**src/rtl/axis_multi_phase_generator.sv**
```systemverilog
// Multi-channel phase generator.
// One accumulator per channel advances on each sample tick. Each advance is
// followed by one AXI-Stream burst of NUM_CH beats, tagged by channel. One
// tick may queue while a burst is in flight; any further tick is dropped and
// raises the sticky overrun flag.
module axis_multi_phase_generator #(
  parameter int NUM_CH           = 2,
  parameter int PHASE_WIDTH      = 15,
  parameter int INC_WIDTH        = 13,
  parameter int AXIS_TDATA_WIDTH = 24
) (
  input  logic                          aclk,
  input  logic                          aresetn,
  input  logic [NUM_CH*INC_WIDTH-1:0]   cfg_inc,
  input  logic                          tick,
  input  logic                          overrun_clr,
  input  logic                          m_axis_tready,
  output logic                          m_axis_tvalid,
  output logic [AXIS_TDATA_WIDTH-1:0]   m_axis_tdata,
  output logic                          m_axis_tlast,
  output logic                          overrun
);

  localparam int CH_BITS = (NUM_CH > 1) ? $clog2(NUM_CH) : 1;

  localparam logic [0:0] ST_IDLE = 1'b0;
  localparam logic [0:0] ST_EMIT = 1'b1;

  localparam logic [CH_BITS-1:0] LAST_CH = CH_BITS'(NUM_CH - 1);
  localparam logic [CH_BITS-1:0] CH_ONE  = CH_BITS'(1);
  localparam logic [CH_BITS-1:0] CH_ZERO = CH_BITS'(0);

  logic [0:0]                  state_q,   state_d;
  logic [CH_BITS-1:0]          ch_idx_q,  ch_idx_d;
  logic                        pending_q, pending_d;
  logic [PHASE_WIDTH-1:0]      acc_q [NUM_CH];
  logic [PHASE_WIDTH-1:0]      acc_d [NUM_CH];
  logic                        tvalid_q,  tvalid_d;
  logic [AXIS_TDATA_WIDTH-1:0] tdata_q,   tdata_d;
  logic                        tlast_q,   tlast_d;
  logic                        overrun_q, overrun_d;

  logic                        handshake_s;
  logic                        is_last_s;
  logic                        drop_s;
  logic [CH_BITS-1:0]          ch_next_s;

  // Packs a beat: channel tag directly above the phase, upper bits zero.
  function automatic logic [AXIS_TDATA_WIDTH-1:0] make_beat(
    input logic [CH_BITS-1:0]     ch,
    input logic [PHASE_WIDTH-1:0] ph
  );
    logic [AXIS_TDATA_WIDTH-1:0] b;
    b = '0;
    b[PHASE_WIDTH-1:0]       = ph;
    b[PHASE_WIDTH +: CH_BITS] = ch;
    return b;
  endfunction

  // Next-state logic: advance on tick, stream the burst, queue or drop ticks.
  always_comb begin
    state_d     = state_q;
    ch_idx_d    = ch_idx_q;
    pending_d   = pending_q;
    acc_d       = acc_q;
    tvalid_d    = tvalid_q;
    tdata_d     = tdata_q;
    tlast_d     = tlast_q;
    drop_s      = 1'b0;
    handshake_s = tvalid_q & m_axis_tready;
    is_last_s   = (ch_idx_q == LAST_CH);
    ch_next_s   = ch_idx_q + CH_ONE;

    case (state_q)
      ST_IDLE: begin
        // A queued tick and a fresh tick collapse into a single advance.
        if (tick || pending_q) begin
          for (int i = 0; i < NUM_CH; i++) begin
            acc_d[i] = acc_q[i] + PHASE_WIDTH'(cfg_inc[i*INC_WIDTH +: INC_WIDTH]);
          end
          pending_d = 1'b0;
          ch_idx_d  = CH_ZERO;
          state_d   = ST_EMIT;
          tvalid_d  = 1'b1;
          tdata_d   = make_beat(CH_ZERO, acc_d[0]);
          tlast_d   = (LAST_CH == CH_ZERO);
        end else begin
          state_d = ST_IDLE;
        end
      end
      ST_EMIT: begin
        // Ticks during a burst: queue the first, drop the rest.
        if (tick) begin
          if (pending_q) begin
            drop_s = 1'b1;
          end else begin
            pending_d = 1'b1;
          end
        end else begin
          pending_d = pending_q;
        end
        if (handshake_s) begin
          if (is_last_s) begin
            state_d  = ST_IDLE;
            tvalid_d = 1'b0;
            tlast_d  = 1'b0;
            tdata_d  = '0;
          end else begin
            ch_idx_d = ch_next_s;
            tdata_d  = make_beat(ch_next_s, acc_q[ch_next_s]);
            tlast_d  = (ch_next_s == LAST_CH);
          end
        end else begin
          state_d = ST_EMIT;
        end
      end
      default: begin
        state_d  = ST_IDLE;
        tvalid_d = 1'b0;
        tlast_d  = 1'b0;
        tdata_d  = '0;
      end
    endcase

    // A drop in the same cycle as a clear keeps the flag set.
    if (drop_s) begin
      overrun_d = 1'b1;
    end else if (overrun_clr) begin
      overrun_d = 1'b0;
    end else begin
      overrun_d = overrun_q;
    end
  end

  // State registers with synchronous active-low reset that abandons any burst.
  always_ff @(posedge aclk) begin
    if (!aresetn) begin
      state_q   <= ST_IDLE;
      ch_idx_q  <= CH_ZERO;
      pending_q <= 1'b0;
      for (int i = 0; i < NUM_CH; i++) begin
        acc_q[i] <= '0;
      end
      tvalid_q  <= 1'b0;
      tdata_q   <= '0;
      tlast_q   <= 1'b0;
      overrun_q <= 1'b0;
    end else begin
      state_q   <= state_d;
      ch_idx_q  <= ch_idx_d;
      pending_q <= pending_d;
      for (int i = 0; i < NUM_CH; i++) begin
        acc_q[i] <= acc_d[i];
      end
      tvalid_q  <= tvalid_d;
      tdata_q   <= tdata_d;
      tlast_q   <= tlast_d;
      overrun_q <= overrun_d;
    end
  end

  assign m_axis_tvalid = tvalid_q;
  assign m_axis_tdata  = tdata_q;
  assign m_axis_tlast  = tlast_q;
  assign overrun       = overrun_q;

endmodule

```
**config.mk**
```make
export PLATFORM = sky130hd
export DESIGN_NAME = axis_multi_phase_generator
export DESIGN_NICKNAME = d
export VERILOG_FILES = /design/src/rtl/axis_multi_phase_generator.sv
export SDC_FILE = /design/constraint.sdc
export NUM_CORES = 1
export LEC_CHECK = 0
export CAP_MARGIN = 10
export CORE_AREA = 2 2 109 111
export DETAILED_ROUTE_END_ITERATION = 10
export DIE_AREA = 0 0 111 113
export PLACE_DENSITY = 0.61
export SLEW_MARGIN = 20
export SYNTH_ARGS = -nofsm -noshare
export SYNTH_HDL_FRONTEND = slang
export SYNTH_SLANG_ARGS = --single-unit
```
**constraint.sdc**
```tcl
create_clock -name aclk -period 4.1 [get_ports aclk]
set_input_delay 0.82 -clock aclk [delete_from_list [all_inputs] [get_ports aclk]]
set_output_delay 0.82 -clock aclk [all_outputs]
set_load 0.02 [all_outputs]
```
==> run summary <==
Nets: 513
WP data arrival: 3450 ps
Worst path max stage delay: 500 ps
DR WL/cell: 14.8 um
Post-CTS Hold Buffers: 0
Max VDD drop: 0.214 mV
drt first-iter violations: 144
area leader, netlist: dfxtp_1
Starting Density: 29.6%
CTS tree: yes
Max Freq: 0.303 GHz
Final Critical Period: 3300 ps
# Post-CTS Setup Buffers: 0
Final Max Slew Viols: 0
Final HPWL DP: 6540 um
Root Buffer: clkbuf_16
Ports: 58
fill cell count: 1159
Hold Fails Final Rpt: 0
synth-to-layout area growth: 23.0%
remaining global-route overflow: 0
Core Box Area: 11300 sq um
Die Height: 113 um
slowest stage cell, crit path: a2111oi_4
FP Rows: 39
clk sinks: 51
RSZ-0062 raised after global routing: no
Seq/Total Area, Yosys: 30.6%
number of global-route vias before repair: 3024
post-route ant nets: 0
Buf/Inv on CP: 1
# resized after CTS: 0
Worst-Margin Slew: 1010 ps
Top delay family on crit path: compound AO/OA/AOI/OAI gates
Worst setup SP type: input pin
crit path kind: in2reg
top cell type's share of synthesized area: 30.6%
RD Place Congestion: 0.818
synth unique cells: 53
status: complete, no violations
Async SR Flop Fraction: 0%
Pwr Density: 418 nW/um^2
Tightest Hold Check Type: reg2reg
Worst-Skew Late Latency: 290 ps
cell area after synthesis: 3340 sq um
final period utilization: 80.4%
global-route wire length before repair: 14800 um
number of H-tree levels: 2
clock skew: 3.91 ps
Final setup viols: 0
post-layout util: 36.4%
ANT cells: 0
Max transition margin: 32.2%
Yosys reg bits: 51
layout cell share with drive strength beyond 1: 5.71%
Routed WL: 8830 um
final setup TNS: 0 ps
via/cell ratio: 5.20
Synth top cells by count: dfxtp_1, a21oi_1, nand2_1, nor2_1, o21ai_0
DRC viols: 0
EDFF count, synth: 0
endpoint type of the worst setup path: flip-flop
cts bufs inserted: 5
Pleak: 1.58 nW
CP Data Required Time: 4250 ps
clk buf depth: 2
GRT Util Overall: 14.4%
die width: 111 um
prevailing post-synth register cell: dfxtp_1
Syn Inst Count: 415
via count: 3112
Clock transition at path regs: 70 ps
drt first pass iters: 4
synthesized area per cell: 8.05 sq um
top post-synthesis cells by area: dfxtp_1, ha_1, a21oi_1
initial antenna violation count: 0
most numerous cell in the Yosys netlist: dfxtp_1
CP Cell Sequence: clkdlybuf4s50_1 -> ha_1 -> fa_1 -> a211oi_2 -> o21ai_1 -> a211o_1 -> a2111oi_4 -> or3_2 -> o311ai_1
port bufs: 49
Max-cap violations: 0
pin count of the biggest net entering global routing: 37
DIE AREA: 12500 sq um
Syn. warnings: 0
crit-path max FO: 6
state kept, by name, summed over array words and instances, names as in the netlist:
name	cells
m_axis_tdata	16
pending_q	1
ch_idx_q	1
state_q	1
acc_q	30
m_axis_tvalid	1
overrun	1
cells by family after synthesis:
| logic type | share of synthesized area, % |
|---|---|
| AOI/OAI and AO/OA | 28.4 |
| and+or+nand+nor | 20.5 |
| DFF | 30.6 |
| buffers and inverters | 4.87 |
| adders and majority gates | 10.9 |
| xor gates and xnor gates | 3.93 |
| muxes | 0.599 |
| other | 0.112 |
power by group:
group	total [W]	internal (W)	switching, W
sequential	0.000620	0.000559	0.0000609
clock	0.000490	0.000304	0.000187
combinational	0.000608	0.000270	0.000337
total	0.00172	0.00113	0.000585
routing by layer:
metal  track usage, %  wire length [um]  vias to the layer above
met5                0                 0                        -
met4             3.58                93                        0
met3             2.36               415                        7
met2             24.0              4120                       79
met1             19.4              4200                     1425
li1                 -                 -                     1601
layout make-up:
type	count	area, sq um	share of cell area (%)
Clock inverter	2	35.0	0.853
Sequential cell	51	1020	24.9
Clock buffer	6	139	3.38
Inverter	5	18.8	0.457
Tap cell	143	179	4.36
Multi-Input combinational cell	337	2190	53.2
Timing Repair Buffer	54	528	12.9
worst min-delay path: stages, from the launching register on:
cell	delay, ps
dfxtp_1	310
nand2_1	50
a21oi_1	50
worst paths after layout:
path	slack (ps)	startpoint	end	cells past startpoint
worst min register to register	460	acc_q[15]	acc_q[15]	2
worst max-delay path	800	cfg_inc[0]	m_axis_tdata[12]	9
worst min-delay path	460	acc_q[15]	acc_q[15]	2
worst max register to register	1450	acc_q[15]	m_axis_tdata[12]	8
placed cells by master (no fill, tap or decap), types with 4 or more instances in the layout:
cell type and instances:
o21ai_0 29, ha_1 26, xor2_1 7, o21bai_1 5, buf_4 5, nor3_1 11
nand2_1 44, nor2_1 29, nor4_1 6, nand3_1 19, inv_1 5, xnor2_1 8
clkdlybuf4s50_1 49, a211oi_1 6, o211ai_1 8, nand2b_1 7, o31ai_1 4, nand4_1 4
a2bb2oi_1 4, conb_1 8, dfxtp_1 51, clkbuf_16 5, a21o_1 7, a21oi_1 46
and2_1 5, o21a_1 4
stage by stage:
stage                     instance area, sq um  instances  total power [W]  setup slack [ps]  hold WS (ps)
after floorplan                           3370        422          0.00106              1140           440
after global placement                    3930        590          0.00122               546           448
after detailed placement                  3930        590          0.00123               529           458
after CTS                                 4110        598          0.00173               805           468
after global routing                      4110        598          0.00182               668           495
final                                     4110        598          0.00172               802           465
(Power assumes the default switching activity.)
